[config.mk]
export PLATFORM = sky130hd
export DESIGN_NAME = conv_scan_ctrl
export DESIGN_NICKNAME = d
export VERILOG_FILES = /design/src/rtl/conv_scan_ctrl.sv
export SDC_FILE = /design/constraint.sdc
export NUM_CORES = 1
export LEC_CHECK = 0
export CORE_MARGIN = 2
export CORE_UTILIZATION = 58
export DETAILED_ROUTE_END_ITERATION = 12
export GPL_ROUTABILITY_DRIVEN = 0
export PLACE_DENSITY = 0.81
export SLEW_MARGIN = 25
export SYNTH_ARGS = -nofsm -noshare
export SYNTH_HDL_FRONTEND = slang
export SYNTH_SLANG_ARGS = --single-unit
[constraint.sdc]
create_clock -name clk -period 3.2 [get_ports clk]
set_input_delay 0.64 -clock clk [delete_from_list [all_inputs] [get_ports clk]]
set_output_delay 0.64 -clock clk [all_outputs]
set_load 0.05 [all_outputs]
[src/rtl/conv_scan_ctrl.sv]
// conv_scan_ctrl: serpentine frame-scan controller feeding an N-wide window shift register.
// Issues pixel reads (even rows left-to-right, odd rows right-to-left), tracks outstanding
// reads, steers returning data into the shift register and flags full windows.
// Build macro CONV_SCAN_PAUSE_EN adds a pause input that stalls read issue.
module conv_scan_ctrl #(
    parameter int N       = 11,
    parameter int W       = 64,
    parameter int H       = 64,
    parameter int AW      = 12,
    parameter int MAX_OUT = 4
) (
    input  logic                                  clk,
    input  logic                                  rst,
    input  logic                                  start,
`ifdef CONV_SCAN_PAUSE_EN
    input  logic                                  pause,
`endif
    output logic                                  busy,
    output logic                                  done,
    output logic                                  rd_req,
    output logic [AW-1:0]                         rd_addr,
    input  logic                                  rd_gnt,
    input  logic                                  rd_dvalid,
    output logic                                  up_en,
    output logic                                  down_en,
    output logic                                  win_valid,
    output logic [$clog2(W)-1:0]                  win_x,
    output logic [((H > 1) ? $clog2(H) : 1)-1:0]  win_y
);

    localparam int XW   = $clog2(W);
    localparam int YW   = (H > 1) ? $clog2(H) : 1;
    localparam int CW   = $clog2(W + 1);
    localparam int HALF = (N - 1) / 2;

    typedef enum logic [1:0] {
        IDLE  = 2'd0,
        RUN   = 2'd1,
        DRAIN = 2'd2
    } state_t;

    state_t        state;
    logic [CW-1:0] icnt;     // pixels issued so far in the issue row
    logic [YW-1:0] iy;       // issue row
    logic [CW-1:0] rcnt;     // pixels received so far in the receive row
    logic [YW-1:0] ry;       // receive row
    logic [3:0]    outst;    // reads granted but not yet returned

    logic          pause_i;
    logic          active;
    logic          grant;
    logic          dval;
    logic          issue_row_end;
    logic          issue_last;
    logic [CW-1:0] k_next;
    logic          rcv_row_end;
    logic          rcv_last;

`ifdef CONV_SCAN_PAUSE_EN
    assign pause_i = pause;
`else
    assign pause_i = 1'b0;
`endif

    assign active        = (state != IDLE);
    assign grant         = rd_req & rd_gnt;
    assign dval          = rd_dvalid & active;
    assign issue_row_end = (icnt == CW'(W - 1));
    assign issue_last    = issue_row_end && (iy == YW'(H - 1));
    assign k_next        = rcnt + 1'b1;
    assign rcv_row_end   = (k_next == CW'(W));
    assign rcv_last      = rcv_row_end && (ry == YW'(H - 1));

    // Request and shift steering are combinational so a full outstanding window or a
    // returning pixel takes effect in the same cycle.
    always_comb begin
        rd_req  = (state == RUN) && (outst < 4'(MAX_OUT)) && !pause_i;
        up_en   = dval & ~ry[0];
        down_en = dval &  ry[0];
    end

    // Frame sequencing: read issue walk, outstanding count, receive walk and window flags
    always_ff @(posedge clk or posedge rst) begin
        if (rst) begin
            state     <= IDLE;
            busy      <= 1'b0;
            done      <= 1'b0;
            win_valid <= 1'b0;
            win_x     <= '0;
            win_y     <= '0;
            rd_addr   <= '0;
            icnt      <= '0;
            iy        <= '0;
            rcnt      <= '0;
            ry        <= '0;
            outst     <= '0;
        end else begin
            done      <= 1'b0;
            win_valid <= 1'b0;
            case (state)
                IDLE: begin
                    busy <= start;
                    if (start) begin
                        state   <= RUN;
                        rd_addr <= '0;
                        icnt    <= '0;
                        iy      <= '0;
                        rcnt    <= '0;
                        ry      <= '0;
                        outst   <= '0;
                    end
                end
                RUN, DRAIN: begin
                    if (grant && !dval) begin
                        outst <= outst + 1'b1;
                    end else if (dval && !grant) begin
                        outst <= outst - 1'b1;
                    end

                    // Row turn-around is always +W: the serpentine lands directly below
                    // the last pixel of the row just finished.
                    if (grant) begin
                        if (issue_last) begin
                            state <= DRAIN;
                        end else if (issue_row_end) begin
                            icnt    <= '0;
                            iy      <= iy + 1'b1;
                            rd_addr <= rd_addr + AW'(W);
                        end else begin
                            icnt    <= icnt + 1'b1;
                            rd_addr <= iy[0] ? (rd_addr - 1'b1) : (rd_addr + 1'b1);
                        end
                    end

                    // Window centre is computed modulo 2^XW; the true value always fits.
                    if (dval) begin
                        win_valid <= (k_next >= CW'(N));
                        win_y     <= ry;
                        win_x     <= ry[0] ? (XW'(W + HALF) - XW'(k_next))
                                           : (XW'(k_next) - XW'(HALF + 1));
                        if (rcv_row_end) begin
                            rcnt <= '0;
                            ry   <= ry + 1'b1;
                        end else begin
                            rcnt <= k_next;
                        end
                        if (rcv_last) begin
                            state <= IDLE;
                            done  <= 1'b1;
                        end
                    end
                end
                default: begin
                    state <= IDLE;
                end
            endcase
        end
    end

endmodule

Yosys cells after proc, flatten, opt, wreduce, memory -nomap -nowiden --
Index checks and enable logic that the tools add are counted. W data, S select, Z words.
Operators by class: bitwise operators 5, magnitude comparators 2, eq/ne operators 13, add/subtract/negate cells 11, multiplexer cells 38, reductions and logical operators 17
Operators with widths (number):
- $mux W12 | 5
- $mux W6 | 7
- $mux W7 | 6
- $pmux W7 S2 | 2
- $pmux W12 S2 | 1
- $pmux W6 S2 | 2
- $add A7 B1 Y7 const B | 2
- $add A12 B1 Y12 const B | 1
- $add A12 B7 Y12 const B | 1
- $add A6 B1 Y6 const B | 2
- $eq A6 B6 Y1 const B | 2
- $mux W4 | 3
- $ne A2 B2 Y1 const B | 6
- $sub A12 B1 Y12 const B | 1
- $mux W2 | 5
- $pmux W4 S2 | 1
- $reduce_and A4 Y1 | 2
- $eq A7 B6 Y1 const B | 1
- $eq A7 B7 Y1 const B | 1
- $ge A7 B4 Y1 const B | 1
- $reduce_and A3 Y1 | 2
- $sub A3 B6 Y6 const A | 1
- $sub A6 B3 Y6 const B | 1
- $logic_and A1 B1 Y1 | 5
- other kinds (16) | 25
Storage, ports and cells: register bits 59, logic and storage cells 98, input bits 5

Logic depth before layout (Yosys ltp) --
depth in word-level cells 8, depth in mapped cells 14

Worst setup path after synthesis --
OpenSTA, ideal clock, no wires.
kind reg-to-reg, start point reg state[1], end point reg outst[3], library setup time 128 ps, arrival 2807 ps, path slack 265 ps, clock period less this slack 2935 ps, buffers on the path 0, stages on the path, launching flop included 15, cell sequence dfrtp_1 inv_1 ha_1 nor3b_2 nand2_1 clkinv_2 ha_1 inv_1 ha_1 a21o_1 a21oi_1 xnor2_1 nor2_1 mux2i_1 o21ai_0
Between the ends: longest elaborated chain between the ends 7
Ends and longest elaborated chain:
- start: declaration | RTL line 42 | state_t state;
- start signal: assignment | RTL line 85 | state <= IDLE;
- start signal: assignment | RTL line 104 | state <= RUN;
- start signal: assignment | RTL line 124 | state <= DRAIN;
- $eq A2 B1 Y1 * | RTL line 77 | rd_req = (state == RUN) && (outst < 4'(MAX_OUT)) && !pause_i;
- $logic_and A1 B1 Y1 * | RTL line 77
- named net rd_req | RTL line 20 | output logic rd_req,
- $and A1 B1 Y1 * | RTL line 66 | assign grant = rd_req & rd_gnt;
- $logic_not A1 Y1 | RTL line 116 | end else if (dval && !grant) begin
- $logic_and A1 B1 Y1 | RTL line 116
- $ne A3 B3 Y1 (no source line)
- $reduce_and A3 Y1 (no source line)
- end signal: assignment | RTL line 115 | outst <= outst + 1'b1;
- end signal: assignment | RTL line 117 | outst <= outst - 1'b1;
- end: declaration | RTL line 47 | logic [3:0] outst;
The timed path passes the listed nets; every way through them passes the cells marked *. A chain may end at the register's enable or synchronous reset.

Worst setup path in the final report --
start point reg state[1], end point out rd_req
Between the ends: longest elaborated chain between the ends 2
Ends and longest elaborated chain (RTL line):
- $eq A2 B1 Y1 | 77
- $logic_and A1 B1 Y1 | 77
- end: declaration | 20
Every way passes these cells.

==> summary.md <==
| Metric | Value |
|---|---|
| Yosys top cell by area | dfrtp_1 |
| First-pass GRT wire length | 14.10 mm |
| Ranking of synthesized cells by area | dfrtp_1, ha_1, o21ai_0, nand2_1, xnor2_1 |
| Crit path cell chain | inv_1, ha_1, nor3b_2, clkdlybuf4s50_1 |
| Hold Buf Count CTS | 0 |
| Slew HR | 50.29% |
| Worst-Skew Late Latency | 0.34 ns |
| Clk buf depth | 2 |
| Max-cap violations | 0 |
| Total clock sinks | between 50 and 60 |
| Synth cell types | 61 |
| PD cells | 695.9 nW/µm² |
| Final #Nets | 475 |
| Drt first pass iters | 4 |
| Root Buffer Master | clkbuf_8 |
| Layout cells sized above 1 | 9.598% |
| Setup CP Type | flip-flop to output pin |
| Ant diodes | 0 |
| Min Tclk post-route | approximately 2.7 ns |
| H-tree levels | 3 |
| IO Port Bufs | 34 |
| Mapped cell area | approximately 3700 µm² |
| Worst min-delay path class | flip-flop to flip-flop |
| Setup crit end kind | output pin |
| Vias after detailed routing | between 3k and 4k |
| CP Max Fanout | 3 |
| Vias in the first global route | 3165 |
| Gr usage total | between 20% and 30% |
| Most frequent cells in the layout | dfrtp_1, nand2_1, o21ai_0 |
| Leakage | approximately 2.0 nW |
| DIE WIDTH | roughly 84 µm |
| Finished Core Util | 69.68% |
| Crit path DAT | 2.03 ns |
| Congestion Overflow GR | 0 |
| Core ar. | 6277 µm² |
| Buf+Inv Stages, Crit Path | 2 |
| Tightest Pin Transition | 0.7439 ns |
| Register area share after synthesis | 39.72% |
| Met2 Use GR | 43.72% |
| Initial antenna violation count | 0 |
| Asr flop ratio synth | between 90% and 100% |
| Commonest non-fill, non-tap cell in the layout | dfrtp_1 |
| Cells after DPL | roughly 500 |
| GR Layer Usage met3 | 3.363% |
| Status | finished, final reports clean |
| #FFs+latches synth | 59 |
| Die ar. | approximately 7100 µm² |
| Routed length per instance | approximately 15 µm |
| Met1 Use GR | 30.05% |
| Data required time at the worst endpoint | 2.56 ns |
| EDFF count, synth | 0 |
| Initial Util | just under 60% |
| DP HPWL | 5.727 mm |
| CTS tree | built |
| DRT iter0 DRCs | 128 |
| Delay-heaviest family, CP | buffers and inverters |
| Post-route clock period utilization | 83.44% |
| Antenna Violating Nets Remaining | 0 |
| Total Neg Setup Slack | 0 ns |
| DRC | 0 |
| Largest net degree at the start of global routing | 32 |
| Main flop type after synthesis | dfrtp_1 |
| DR vias/cell | a little under 6 |
| Final std cells w/o fill | 525 |
| Ys Warns | 0 |
| Setup-failing EPs final | 0 |
| Hold Slack | 0.4720 ns |
| Site row count | 29 |
| Final hold vios | 0 |
| Gr busiest metal | met2 |
| FMAX | approximately 0.37 GHz |
| Fin Clk Skew | 0.005575 ns |
| Die H | 84.06 µm |
| Final WL | 7.955 mm |
| Critical path's slowest cell | clkdlybuf4s50_1 |
| Setup bufs post-CTS | 0 |
| Mean post-synth cell area | 9.201 µm² |
| Worst stage delay on the critical path | 0.86 ns |
| Total I/O pin count | 35 |
| Post-CTS Resized | 0 |
| Mapped Nets | roughly 440 |
| Max-slew violations | 0 |
| P&R area growth vs syn | 17.67% |
| Tot Pwr | 3.044 mW |
| CP Launch Type | flip-flop |
| Maximum VDD drop | 0.5624 mV |
| Clock slew at reported path FFs | 0.06 ns |
| Syn Inst Count | around 400 |
| RSZ-0062 raised after global routing | false |
| Yosys top cell area share | 39.72% |
| Inserted Clock Buffers | 9 |
[final timing paths]
kind	start	endpoint	slack, ns	cells past startpoint
worst max-delay path	state[1]	rd_req	0.53	4
worst min-delay path	ry[4]	ry[4]	0.47	1
worst max register to register	state[1]	outst[3]	0.58	14
worst min register to register	ry[4]	ry[4]	0.47	1
max in group asynchronous	rst	rd_addr[2]	1.92	3
min in group asynchronous	rst	win_y[3]	0.70	2
[Yosys cell counts (3+ instances only)]
cell type	count
xnor2_1	18
o21ai_0	53
xor2_1	13
a211oi_1	3
a21oi_1	16
ha_1	25
nand4_1	6
inv_1	16
a21o_1	6
a22o_1	6
dfrtp_1	59
buf_2	3
nor3_1	6
nor2_1	25
and3_1	5
or3_1	3
nand3_1	15
a31oi_1	3
mux2i_1	3
clkbuf_1	7
nand2_1	56
mux2_2	6
[report_power, final]
group	leakage, nW	switching [mW]	internal [mW]
Clock	0.104	0.282	0.425
Combinational	1.06	0.879	0.471
Sequential	0.797	0.122	0.865
Total	1.96	1.28	1.76
[registers in the layout, indices dropped and copies added (netlist names)]
register and count:
rd_addr 12, icnt 7, rcnt 7, iy 6, ry 6, win_x 6, win_y 6, outst 4
state 2, busy 1, done 1, win_valid 1
[cell families after synthesis]
kind of cell	Yosys count	share of synthesized area (%)
fa+ha+maj	27	9.492
flops	59	39.72
simple gates	134	17.70
buf+inv	31	3.769
xor+xnor	31	7.304
compound gates	113	19.39
mux	9	2.625
[metrics by stage]
| stage | area [µm²] | setup WS [ns] |
|---|---|---|
| after floorplan | 3717 | 0.2652 |
| after global placement | 4168 | 0.4277 |
| after detailed placement | 4168 | 0.3456 |
| after CTS | 4374 | 0.5110 |
| after global routing | 4374 | 0.3952 |
| final | 4374 | 0.5298 |
[layer usage]
| layer | vias to the layer above | share of wire, % |
|---|---|---|
| met4 | 0 | 1.9 |
| met1 | 1471 | 44 |
| met3 | 13 | 3.3 |
| li1 | 1519 | - |
| met5 | - | 0 |
| met2 | 65 | 51 |
[cell type report]
cell class | instances | area [µm²]
multi-input cells | 314 | 2101
well taps | 77 | 96.34
fillers | 493 | 1903
clock inverters | 1 | 30.03
flip-flops and latches | 59 | 1476
inverters | 18 | 68.82
clock buffers | 15 | 176.4
repair buffers | 41 | 425.4
Power figures use the tool's default switching activity.
